===== src/rtl/mem_ctrl_pkg.sv =====
// Shared types and constants for the byte-serial memory controller.
package mem_ctrl_pkg;

  localparam int unsigned AW  = 32;
  localparam int unsigned DW  = 32;
  localparam int unsigned BW  = 8;
  localparam int unsigned OPW = 4;

  typedef enum logic [1:0] {
    ST_IDLE  = 2'd0,
    ST_READ  = 2'd1,
    ST_WRITE = 2'd2,
    ST_DONE  = 2'd3
  } state_t;

  localparam logic [1:0] SZ_BYTE = 2'd0;
  localparam logic [1:0] SZ_HALF = 2'd1;
  localparam logic [1:0] SZ_WORD = 2'd2;

  // addr[17:16] value that selects the UART/IO window
  localparam logic [1:0] IO_REGION = 2'b11;

  typedef struct packed {
    logic [AW-1:0] addr;
    logic [DW-1:0] data;
    logic [2:0]    op;
  } req_t;

  // Index of the final byte of a transfer (N-1); the unused size code behaves as a word
  function automatic logic [1:0] last_idx(input logic [1:0] size);
    case (size)
      SZ_BYTE: return 2'd0;
      SZ_HALF: return 2'd1;
      SZ_WORD: return 2'd3;
      default: return 2'd3;
    endcase
  endfunction

endpackage


===== src/rtl/mem_byte_unit.sv =====
// Combinational byte-lane helper: store byte select, load byte merge and load extension.
module mem_byte_unit
  import mem_ctrl_pkg::*;
(
  input  logic [DW-1:0] data,
  input  logic [1:0]    wr_idx,
  input  logic [DW-1:0] result,
  input  logic [BW-1:0] din,
  input  logic [1:0]    rd_idx,
  input  logic [2:0]    op,
  output logic [BW-1:0] store_byte,
  output logic [DW-1:0] merged,
  output logic [DW-1:0] load_val
);

  always_comb begin
    store_byte = data[{wr_idx, 3'b000} +: BW];
    merged     = result;
    merged[{rd_idx, 3'b000} +: BW] = din;
    // op[2] selects zero extension for sub-word loads
    unique case (op[1:0])
      SZ_BYTE: load_val = op[2] ? {24'd0, merged[7:0]}  : {{24{merged[7]}}, merged[7:0]};
      SZ_HALF: load_val = op[2] ? {16'd0, merged[15:0]} : {{16{merged[15]}}, merged[15:0]};
      default: load_val = merged;
    endcase
  end

endmodule


===== src/rtl/mem_ctrl.sv =====
// Byte-serial load/store engine between the LSB and an 8-bit synchronous RAM.
// Optional: define MEM_IO_STALL_EN to hold stores to the IO window while io_buffer_full is high.
module mem_ctrl
  import mem_ctrl_pkg::*;
(
  input  logic           clk_in,
  input  logic           rst_in,
  input  logic           rdy_in,
  input  logic           clear_flag,
  input  logic           lsb_valid,
  input  logic [AW-1:0]  lsb_addr,
  input  logic [DW-1:0]  lsb_data,
  input  logic           lsb_load_or_store,
  input  logic [OPW-1:0] lsb_op,
  output logic           mem_ready,
  output logic [DW-1:0]  mem_val,
  input  logic [BW-1:0]  mem_din,
  output logic [BW-1:0]  mem_dout,
  output logic [AW-1:0]  mem_a,
  output logic           mem_wr,
  input  logic           io_buffer_full
);

  state_t        state, state_n;
  logic [1:0]    cnt, cnt_n;
  req_t          req, req_n;
  logic          primed, primed_n;
  logic          flushed, flushed_n;
  logic [AW-1:0] a_r, a_n;
  logic [BW-1:0] dout_r, dout_n;
  logic          wr_r, wr_n;
  logic          ready_r, ready_n;
  logic [DW-1:0] val_r, val_n;
  logic [DW-1:0] res_r, res_n;
  logic [1:0]    last;
  logic          stall;
  logic [BW-1:0] store_byte;
  logic [DW-1:0] merged, load_val;
  logic          unused_op;

  assign last      = last_idx(req.op[1:0]);
  assign unused_op = lsb_op[3];

`ifdef MEM_IO_STALL_EN
  assign stall = (state == ST_WRITE) && (req.addr[17:16] == IO_REGION) && io_buffer_full;
`else
  logic unused_io;
  assign stall     = 1'b0;
  assign unused_io = io_buffer_full & (req.addr[17:16] == IO_REGION);
`endif

  mem_byte_unit u_byte (
    .data       (req.data),
    .wr_idx     (cnt + 2'd1),
    .result     (res_r),
    .din        (mem_din),
    .rd_idx     (cnt),
    .op         (req.op),
    .store_byte (store_byte),
    .merged     (merged),
    .load_val   (load_val)
  );

  // Register bank; rdy_in low freezes everything
  always_ff @(posedge clk_in or posedge rst_in) begin
    if (rst_in) begin
      state   <= ST_IDLE;
      cnt     <= '0;
      req     <= '0;
      primed  <= 1'b0;
      flushed <= 1'b0;
      a_r     <= '0;
      dout_r  <= '0;
      wr_r    <= 1'b0;
      ready_r <= 1'b0;
      val_r   <= '0;
      res_r   <= '0;
    end else if (rdy_in) begin
      state   <= state_n;
      cnt     <= cnt_n;
      req     <= req_n;
      primed  <= primed_n;
      flushed <= flushed_n;
      a_r     <= a_n;
      dout_r  <= dout_n;
      wr_r    <= wr_n;
      ready_r <= ready_n;
      val_r   <= val_n;
      res_r   <= res_n;
    end
  end

  // Next-state and next-output logic
  always_comb begin
    state_n   = state;
    cnt_n     = cnt;
    req_n     = req;
    primed_n  = primed;
    flushed_n = flushed;
    a_n       = a_r;
    dout_n    = dout_r;
    wr_n      = wr_r;
    ready_n   = 1'b0;
    val_n     = val_r;
    res_n     = res_r;
    unique case (state)
      ST_IDLE: begin
        if (lsb_valid && !clear_flag) begin
          req_n.addr = lsb_addr;
          req_n.data = lsb_data;
          req_n.op   = lsb_op[2:0];
          a_n        = lsb_addr;
          cnt_n      = 2'd0;
          primed_n   = 1'b0;
          flushed_n  = 1'b0;
          res_n      = '0;
          if (lsb_load_or_store) begin
            state_n = ST_WRITE;
            wr_n    = 1'b1;
            dout_n  = lsb_data[7:0];
          end else begin
            state_n = ST_READ;
          end
        end
      end
      // RAM returns a byte one cycle after its address, so capture trails issue by one
      ST_READ: begin
        if (clear_flag) begin
          state_n = ST_IDLE;
        end else if (!primed) begin
          primed_n = 1'b1;
          if (last != 2'd0) a_n = req.addr + AW'(1);
        end else begin
          res_n = merged;
          if (cnt == last) begin
            state_n = ST_DONE;
            ready_n = 1'b1;
            val_n   = load_val;
          end else begin
            cnt_n = cnt + 2'd1;
            if (({1'b0, cnt} + 3'd2) <= {1'b0, last}) a_n = req.addr + AW'(cnt) + AW'(2);
          end
        end
      end
      ST_WRITE: begin
        if (clear_flag) flushed_n = 1'b1;
        if (!stall) begin
          if (cnt == last) begin
            state_n = ST_DONE;
            wr_n    = 1'b0;
            ready_n = !(flushed || clear_flag);
            val_n   = '0;
          end else begin
            cnt_n  = cnt + 2'd1;
            a_n    = req.addr + AW'(cnt) + AW'(1);
            dout_n = store_byte;
            wr_n   = 1'b1;
          end
        end
      end
      ST_DONE: begin
        state_n = ST_IDLE;
      end
      default: state_n = ST_IDLE;
    endcase
  end

  // A flush arriving during the completion cycle still cancels the pulse
  assign mem_ready = ready_r & ~clear_flag;
  assign mem_wr    = wr_r & rdy_in & ~stall;
  assign mem_val   = val_r;
  assign mem_a     = a_r;
  assign mem_dout  = dout_r;

endmodule


===== config.mk =====
export PLATFORM = sky130hd
export DESIGN_NAME = mem_ctrl
export DESIGN_NICKNAME = d
export VERILOG_FILES = /design/src/rtl/mem_ctrl_pkg.sv /design/src/rtl/mem_byte_unit.sv /design/src/rtl/mem_ctrl.sv
export SDC_FILE = /design/constraint.sdc
export NUM_CORES = 1
export LEC_CHECK = 0
export BUFFER_PORTS_ARGS = -buffer_cell sky130_fd_sc_hd__buf_2
export CORE_ASPECT_RATIO = 0.8
export CORE_MARGIN = 2
export CORE_UTILIZATION = 55
export CTS_BUF_LIST = sky130_fd_sc_hd__clkbuf_8
export CTS_CLUSTER_DIAMETER = 50
export DETAILED_ROUTE_END_ITERATION = 6
export GPL_TIMING_DRIVEN = 0
export MAX_ROUTING_LAYER = met4
export PLACE_DENSITY = 0.76
export SYNTH_ARGS = -nofsm -noshare
export SYNTH_HDL_FRONTEND = slang
export SYNTH_HIERARCHICAL = 1
export SYNTH_SLANG_ARGS = --single-unit

===== constraint.sdc =====
create_clock -name clk_in -period 5.6 [get_ports clk_in]
set_input_delay 0.56 -clock clk_in [delete_from_list [all_inputs] [get_ports clk_in]]
set_output_delay 0.56 -clock clk_in [all_outputs]
set_load 0.01 [all_outputs]

==> flow_summary_export.csv, run 1 <==
group,metric,value,unit
cells_and_area,final_cell_mix,"dfrtp_1, nand2_1, buf_2",
floorplan,core_region_area,20640,µm²
flow_run,drv_cap,0,
clock_tree,cts_tree,"done",
timing,maxSlewHeadroom,25.47,%
timing,fmax,187.6,MHz
placed_design,gp_congestion,1.035,
cells_and_area,final_nets,1545,
placed_design,place_inst,1695,
cells_and_area,drive_gt1_share,22.63,%
min_path,hold_class,"in2async",
global_route,grt_pass1_wl,58470,µm
synth,synth_seq_cells,179,
placed_design,dp_hpwl,27860,µm
timing,skew,0.02122,ns
synth,syn_nets,1373,
detailed_routing,vias,10770,
global_route,grt_usage,34.90,%
synth,synth_area,11550,µm²
detailed_routing,drt_iter0_markers,1200,
setup_path,r2r_slack,0.27,ns
power,pwr-share-comb,58.0,%
synth,synth_ff_type,"dfrtp_1",
synth,synth.distinct_cells,83,
power,power.share.sequential,29.5,%
detailed_routing,viasPerCell,6.231,
clock_tree,cts_inserted_buffers,17,
setup_path,worstPathArrival,5.69,ns
power,p_sw_share,49.73,%
floorplan,core.rowCount,47,
floorplan,die_w,166,µm
detailed_routing,routed_wl,37920,µm
cells_and_area,final_common_cell,"dfrtp_1",
setup_path,worst_ep_required_time,5.96,ns
power,switching_power,3.680,mW
power,power_leakage,5.791,nW
placed_design,io_buffers,152,
timing,rsz0062_at_grt,"no",
timing,tightestPinTransition,1.114,ns
clock_tree,clock_sinks,179,
timing,slew_violations,0,
outcome,status,"finished clean",
synth,ys_async_sr_fraction,100.0,%
setup_path,crit_type,"reg2reg",
setup_path,crit_fanout,15,
power,clock_power_share,12.6,%
power,power_density,565.6,nW/µm²
power,internal_power,3.719,mW
synth,syn_inst,1273,
detailed_routing,wl_per_cell,21.94,µm
clock_tree,clockBufferDepth,2,
timing,report.final.hold_viol_count,0,
global_route,grt_start_max_net_pins,105,
detailed_routing,firstDrtPassIters,6,
cells_and_area,area_growth,13.28,%
setup_path,endpoint_kind,"flip-flop",
global_route,grt_antenna_before_repair,1,
timing,setup_violations,0,
cells_and_area,finalNonFillerCells,1728,
floorplan,fp.dieArea,22180,µm²
synth,yosysSeqAreaShare,38.79,%
clock_tree,clkTransAtPathRegs,0.11,ns
synth,yosys_warnings,6,
detailed_routing,drc,0,
clock_tree,clkLatencyLatePin,0.50,ns
synth,avgSynthCellArea,9.071,µm²
setup_path,cp-start-kind,"flip-flop",
floorplan,initial_utilization,55.94,%
timing,fin_crit,5.329,ns
timing,fin_crit_sh,95.17,%
power,finalPower,7.399,mW
detailed_routing,ant_nets,0,
floorplan,die_height,133.6,µm
power,ir_worst_vdd,0.2864,mV
synth,synth_edf_count,0,
global_route,grt_pass1_vias,10150,
clock_tree,htreeDepth,4,
clock_tree,cts_root_buf,"clkbuf_8",
floorplan,pin_count,157,
global_route,globalRouteOverflowTotal,0,
final cells by class:
type / count / area (µm²)
clock inverters: 15 / 160.2
fillers: 1808 / 7560
multi-input cells: 928 / 6349
flip-flops and latches: 179 / 4479
plain buffers: 104 / 491.7
inverters: 62 / 240.2
clock buffers: 17 / 234.0
repair buffers: 153 / 788.3
diodes: 1 / 2.502
well taps: 269 / 336.6
registers in the layout, indices dropped and copies added, names as in the netlist:
| register | cells |
|---|---|
| cnt | 2 |
| flushed | 1 |
| mem_a | 32 |
| mem_dout | 8 |
| mem_val | 32 |
| primed | 1 |
| ready_r | 1 |
| req | 67 |
| res_r | 32 |
| state | 2 |
| wr_r | 1 |
Yosys cell counts, types with 16 or more instances:
| cell | n | area share (%) |
|---|---|---|
| a21oi_1 | 27 | 1.2 |
| a22o_1 | 37 | 2.8 |
| buf_2 | 17 | 0.74 |
| clkbuf_1 | 60 | 2.0 |
| dfrtp_1 | 179 | 39 |
| ha_1 | 16 | 1.7 |
| inv_1 | 62 | 2.0 |
| mux2_2 | 69 | 6.7 |
| nand2_1 | 171 | 5.6 |
| nand3_1 | 34 | 1.5 |
| nand4_1 | 19 | 1.0 |
| nor2_1 | 75 | 2.4 |
| nor3_1 | 21 | 0.91 |
| o21ai_0 | 112 | 4.9 |
| o22ai_1 | 19 | 1.0 |
| or3_1 | 18 | 0.98 |
| xnor2_1 | 36 | 2.7 |
| xor2_1 | 41 | 3.1 |
timing repair:
item                       4_1_cts  5_1_grt
hold buffers                     0        0
resized for setup                0        2
setup endpoints to repair        0        9
buffers inserted                 0        0
hold endpoints to repair         0        0
metrics by stage:
stage | worst slack [ns] | hold WS (ns) | util [%] | setup TNS, ns | cell area (µm²)
after detailed placement | 0.05190 | 0.4648 | 61.43 | 0 | 12680
final | 0.2707 | 0.09720 | 63.38 | 0 | 13080
after floorplan | 0.1814 | 0.4625 | - | 0 | 11550
after global routing | 0.1944 | 0.1592 | 63.38 | 0 | 13080
after CTS | 0.006085 | 0.1226 | 63.34 | 0 | 13070
after global placement | -1.808 | 0.4556 | 61.26 | -320.36 | 12640
kinds of logic after synthesis:
| kind of cell | share of synthesized area, % |
|---|---|
| xor gates and xnor gates | 5.981 |
| buffers and inverters | 6.274 |
| and+or+nand+nor | 19.35 |
| DFF | 38.79 |
| AOI/OAI and AO/OA | 18.27 |
| adders and majority gates | 1.907 |
| muxes | 9.427 |
path summary, 6_finish.rpt:
check / start / end / cells after the start
setup / recovery: cnt[0]$_DFFE_PP0P_ / mem_a[23]$_DFFE_PP0P_ / 15
hold / removal: rst_in / req[29]$_DFFE_PP0P_ / 2
setup reg to reg: cnt[0]$_DFFE_PP0P_ / mem_a[23]$_DFFE_PP0P_ / 15
hold reg to reg: mem_a[15]$_DFFE_PP0P_ / mem_a[15]$_DFFE_PP0P_ / 2
max in group asynchronous: rst_in / res_r[18]$_DFFE_PP0P_ / 3
min in group clk_in: lsb_data[10] / req[13]$_DFFE_PP0P_ / 2
worst max-delay path, stage by stage, from the launching register on:
cell       delay, ns
dfrtp_1         0.60
ha_1            0.35
fa_1            0.49
clkbuf_1        0.28
nand2b_1        0.23
nand2_1         0.10
ha_1            0.24
nand2_1         0.07
o21ai_1         0.58
o2111ai_1       0.37
nor3_2          0.58
buf_2           0.38
nand3_1         0.15
xnor2_1         0.18
a221oi_1        0.50
nor2_1          0.11
routing by layer:
layer / up-vias / GRT usage, % / routed length (µm)
met2: 576 / 49.72 / 16020
met3: 61 / 6.298 / 3437
met1: 5214 / 51.45 / 17730
met4: 0 / 8.889 / 733
li1: 4916 / - / -
met5: - / - / 0
power by group through the flow:
| stage | combinational, mW | sequential, mW | clock (mW) |
|---|---|---|---|
| floorplan | 2.77 | 2.21 | 0 |
| global placement | 4.09 | 2.17 | 0 |
| detailed placement | 4.17 | 2.19 | 0 |
| CTS | 4.19 | 2.17 | 0.941 |
| global route | 4.62 | 2.24 | 0.983 |
| finish | 4.29 | 2.18 | 0.929 |
(Power assumes the default switching activity.)
==> run 2, diff against run 1 <==
Settings changed: CORE_UTILIZATION 55 to 25, PLACE_DENSITY 0.76 to 0.39, SLEW_MARGIN set to 20.
==> flow_summary_export.csv, run 2 (synthesis results as in run 1) <==
group,metric,value,unit
placed_design,dp_hpwl,33130,µm
global_route,grt_start_max_net_pins,89,
placed_design,place_inst,2039,
cells_and_area,stdcell_area,13540,µm²
setup_path,worst_ep_required_time,5.98,ns
setup_path,critPathTopFamily,"compound AO/OA/AOI/OAI gates",
cells_and_area,largest_register_ffs,67,
floorplan,fp.dieArea,47930,µm²
timing,fmax,184.0,MHz
detailed_routing,firstDrtPassIters,5,
cells_and_area,n_fill_cell,4942,
timing,setup_violations,0,
clock_tree,cts_tree,"done",
timing,slew_violations,0,
setup_path,endpoint_kind,"flip-flop",
floorplan,initial_utilization,25.31,%
cells_and_area,final_common_cell,"dfrtp_1",
setup_path,crit_fanout,15,
flow_run,drv_cap,0,
global_route,grt_pass1_wl,68290,µm
detailed_routing,vias,10370,
global_route,grt_pass1_vias,10430,
floorplan,core.rowCount,70,
detailed_routing,drt_iter0_markers,722,
timing,post-route-worst-setup-slack,0.1642,ns
timing,maxSlewHeadroom,23.88,%
timing,setup_tns,0,ns
cells_and_area,drive_gt1_share,22.69,%
detailed_routing,ant_nets,0,
placed_design,post-place-ws,-0.1755,ns
cells_and_area,area_growth,17.22,%
power,power_density,555.7,nW/µm²
timing,rsz0062_at_grt,"no",
global_route,globalRouteOverflowTotal,0,
clock_tree,htreeDepth,4,
timing,skew,0.02035,ns
floorplan,die_height,196.2,µm
setup_path,cp_cell_sequence,"ha_1 > fa_1 > clkbuf_1 > nand2b_1 > nand2_1 > ha_1 > nand2_1 > o21ai_1 > o2111ai_1 > nor3_2 > buf_2 > nand3_1 > xnor2_1 > a221oi_1 > nor2_1",
detailed_routing,wl_per_cell,21.80,µm
placed_design,placed_cell_area,13140,µm²
timing,fin_crit_sh,97.07,%
cells_and_area,final_cell_mix,"dfrtp_1, nand2_1, buf_2",
cells_and_area,top_register,"req",
global_route,grt_usage,19.66,%
detailed_routing,routed_wl,45180,µm
setup_path,max_stage_delay,0.62,ns
clock_tree,clkTransAtPathRegs,0.11,ns
floorplan,pin_count,157,
cells_and_area,finalNonFillerCells,2072,
timing,tightestPinTransition,1.138,ns
floorplan,core_region_area,45630,µm²
clock_tree,clock_sinks,179,
outcome,status,"finished clean",
placed_design,io_buffers,152,
power,ir_worst_vdd,0.2138,mV
setup_path,worstPathArrival,5.81,ns
timing,report.final.hold_viol_count,0,
power,power_leakage,5.794,nW
setup_path,cp-start-kind,"flip-flop",
setup_path,crit_type,"reg2reg",
setup_path,crit_buf_inv,2,
placed_design,gp_congestion,0.9310,
detailed_routing,drc,0,
global_route,grt_antenna_before_repair,1,
cells_and_area,final_nets,1547,
clock_tree,cts_inserted_buffers,17,
floorplan,die_w,244.3,µm
timing,fin_crit,5.436,ns
min_path,hold_class,"in2reg",
detailed_routing,viasPerCell,5.004,
setup_path,slowest_stage,"dfrtp_1",
clock_tree,clockBufferDepth,2,
clock_tree,clkLatencyLatePin,0.52,ns
clock_tree,cts_root_buf,"clkbuf_8",
run 2: cell count changes in the layout (fill, tap and decap cells not counted), moves of 2 or more:
cell and change:
clkinv_4 +3, clkinv_8 -3, inv_6 -3, inv_8 -3, clkinvlp_4 +2
run 2: power breakdown:
part / internal [mW] / leakage [nW] / switching (mW)
logic: 1.58 / 3.32 / 2.81
registers: 1.81 / 2.28 / 0.391
clock network: 0.368 / 0.186 / 0.572
run 2: area by class of cell:
cell class,instances,area [µm²],share of cell area (%)
plain buffers,104,491.7,3.633
diodes,1,2.502,0.01849
repair buffers,155,825.8,6.101
inverters,62,240.2,1.775
flip-flops and latches,179,4479,33.09
multi-input cells,928,6355,46.95
well taps,612,765.7,5.657
clock buffers,18,247.7,1.830
clock inverters,13,127.6,0.9429
run 2: layer usage:
metal	part of all wire (%)	GRT usage [%]
met1	52	29.25
met2	41	27.18
met3	5.2	3.639
met4	1.6	4.562
met5	0	-
run 2: final timing paths:
kind	startpoint	end	slack [ns]	cells past startpoint
worst max-delay path	cnt[0]$_DFFE_PP0P_	mem_a[23]$_DFFE_PP0P_	0.16	15
worst min-delay path	lsb_data[14]	req[17]$_DFFE_PP0P_	0.26	2
worst max register to register	cnt[0]$_DFFE_PP0P_	mem_a[23]$_DFFE_PP0P_	0.16	15
worst min register to register	mem_a[3]$_DFFE_PP0P_	mem_a[3]$_DFFE_PP0P_	0.48	2
max in group asynchronous	rst_in	mem_a[5]$_DFFE_PP0P_	4.03	5
min in group asynchronous	rst_in	req[19]$_DFFE_PP0P_	0.48	3
run 2: metrics by stage:
step | power (mW) | utilization [%] | hold slack (ns)
4_1_cts | 7.568 | 29.64 | 0.2121
3_3_place_gp | 6.553 | 28.65 | 0.4596
3_5_place_dp | 6.580 | 28.79 | 0.4624
6_report | 7.521 | 29.66 | 0.2639
2_1_floorplan | 4.976 | - | 0.4625
5_1_grt | 8.105 | 29.66 | 0.2134
run 2: timing repair:
item | in CTS | in global routing
setup endpoints to repair | 3 | 4
gates cloned | 0 | 0
hold endpoints to repair | 10 | 0
resized for setup | 1 | 1
hold buffers | 1 | 0
setup buffers | 0 | 0
==> run 3, diff against run 2 <==
Settings changed: CTS_BUF_LIST sky130_fd_sc_hd__clkbuf_8 to not set, GPL_TIMING_DRIVEN 0 to not set.
==> flow_summary_export.csv, run 3 (synthesis results as in run 1) <==
group,metric,value,unit
cells_and_area,final_cell_mix,"dfrtp_1, nand2_1, buf_2",
power,power_leakage,5.713,nW
timing,tightestPinTransition,0.9504,ns
setup_path,worstPathArrival,4.51,ns
timing,maxSlewHeadroom,35.77,%
detailed_routing,vias,9969,
cells_and_area,largest_register_ffs,67,
timing,fin_crit_sh,74.42,%
clock_tree,cts_root_buf,"clkbuf_16",
clock_tree,post-cts-setup-buffers,0,
timing,report.final.hold_viol_count,0,
detailed_routing,wl_per_cell,19.87,µm
cells_and_area,area_growth,15.93,%
setup_path,crit_fanout,13,
placed_design,gp_congestion,0.8661,
clock_tree,clkLatencyLatePin,0.47,ns
clock_tree,clock_sinks,179,
timing,fmax,239.9,MHz
clock_tree,cts_tree,"done",
timing,fin_crit,4.168,ns
cells_and_area,utilization,29.34,%
power,ir_worst_vdd,0.3187,mV
floorplan,die_w,244.3,µm
setup_path,crit_type,"reg2reg",
cells_and_area,final_common_cell,"dfrtp_1",
setup_path,endpoint_kind,"flip-flop",
detailed_routing,drt_iter0_markers,663,
clock_tree,cts_resized,0,
floorplan,core.rowCount,70,
setup_path,r2r_slack,1.43,ns
flow_run,drv_cap,0,
detailed_routing,ant_nets,0,
timing,slew_violations,0,
global_route,grt_usage,17.35,%
timing,setup_violations,0,
setup_path,worst_ep_required_time,5.94,ns
setup_path,max_stage_delay,0.44,ns
timing,rsz0062_at_grt,"no",
cells_and_area,finalNonFillerCells,1994,
global_route,grt_pass1_wl,61510,µm
cells_and_area,final_nets,1467,
global_route,grt_pass1_vias,9800,
global_route,grt_antenna_before_repair,2,
clock_tree,cts_inserted_buffers,17,
floorplan,die_height,196.2,µm
floorplan,pin_count,157,
detailed_routing,viasPerCell,4.999,
min_path,hold_class,"in2async",
outcome,status,"finished clean",
cells_and_area,drive_gt1_share,23.48,%
detailed_routing,drc,0,
clock_tree,htreeDepth,4,
placed_design,io_buffers,154,
global_route,grt.busiest_layer,"met1",
setup_path,cp_cell_sequence,"ha_1 > fa_1 > buf_4 > nand2b_1 > nand2_1 > ha_1 > nand2_1 > o21ai_0 > buf_4 > o2111ai_1 > nor3_1 > buf_4 > and2_0 > xnor2_1 > a221oi_1 > o31ai_1",
global_route,use_met1,25.27,%
detailed_routing,firstDrtPassIters,6,
floorplan,core_region_area,45630,µm²
floorplan,initial_utilization,25.31,%
timing,whs,0.1937,ns
timing,setup_tns,0,ns
global_route,globalRouteOverflowTotal,0,
setup_path,cp-start-kind,"flip-flop",
placed_design,dp_hpwl,27880,µm
cells_and_area,top_register,"req",
power,power_density,551.4,nW/µm²
clock_tree,clkTransAtPathRegs,0.07,ns
placed_design,place_inst,1960,
global_route,grt_start_max_net_pins,103,
timing,skew,0.02082,ns
cells_and_area,n_fill_cell,4851,
setup_path,slowest_stage,"dfrtp_1",
clock_tree,holdBufCountCts,0,
setup_path,crit_path_frequent_cell,"buf_4",
floorplan,fp.dieArea,47930,µm²
global_route,grtUsageMet3,3.037,%
clock_tree,clockBufferDepth,2,
detailed_routing,routed_wl,39620,µm
global_route,grtUsageMet2,24.56,%
## run 3: changes by cell type in the layout (fill, tap and decap cells not counted), sizes merged
cell | previous run | this run
inv | 66 | 63
clkbuf | 79 | 22
clkinv | 5 | 6
diode | 1 | 2
dlygate4sd3 | 1 | 0
bufinv | 1 | 0
buf | 197 | 179
## run 3: final cells by class
type	count	area, µm²	area share [%]
diodes	2	5.005	0.03739
clock buffers	22	474.2	3.542
clock inverters	10	75.07	0.5608
inverters	62	240.2	1.795
multi-input cells	928	6389	47.72
flip-flops and latches	179	4479	33.46
well taps	612	765.7	5.720
repair buffers	179	958.4	7.160
## run 3: report_power, final
group | internal (mW) | switching [mW] | leakage [nW]
Combinational | 1.48 | 2.33 | 3.17
Clock | 0.606 | 0.575 | 0.264
Sequential | 1.81 | 0.585 | 2.28
Total | 3.89 | 3.49 | 5.71
## run 3: routing by layer
layer | wire (µm) | share of wire (%)
met1 | 20610 | 52
met2 | 16990 | 43
met3 | 1518 | 3.8
met4 | 502 | 1.3
met5 | 0 | 0
## run 3: path summary, 6_finish.rpt
| path | start | endpoint | cells after the start |
|---|---|---|---|
| hold reg to reg | mem_val[9]$_DFFE_PP0P_ | mem_val[9]$_DFFE_PP0P_ | 2 |
| setup reg to reg | req[35]$_DFFE_PP0P_ | mem_a[21]$_DFFE_PP0P_ | 16 |
| max in group asynchronous | rst_in | mem_a[7]$_DFFE_PP0P_ | 3 |
| min in group clk_in | lsb_data[29] | req[32]$_DFFE_PP0P_ | 2 |
| setup / recovery | req[35]$_DFFE_PP0P_ | mem_a[21]$_DFFE_PP0P_ | 16 |
| hold / removal | rst_in | mem_dout[2]$_DFFE_PP0P_ | 2 |
## run 3: critical path, delay by kind of cell (launching register included)
family	cells	cell delay, ns
AOI/OAI and AO/OA	4	0.90
xor gates and xnor gates	1	0.15
adders and majority gates	3	0.83
buffers and inverters	3	0.65
DFF	1	0.44
and+or+nand+nor	5	1.06
## run 3: stage by stage
step	setup slack (ns)	cell area (µm²)	total power, mW
after floorplan	0.1814	11550	4.976
after global placement	1.508	12830	6.221
after detailed placement	1.470	12830	6.248
after CTS	1.435	13380	7.473
after global routing	1.132	13390	8.003
final	1.432	13390	7.382
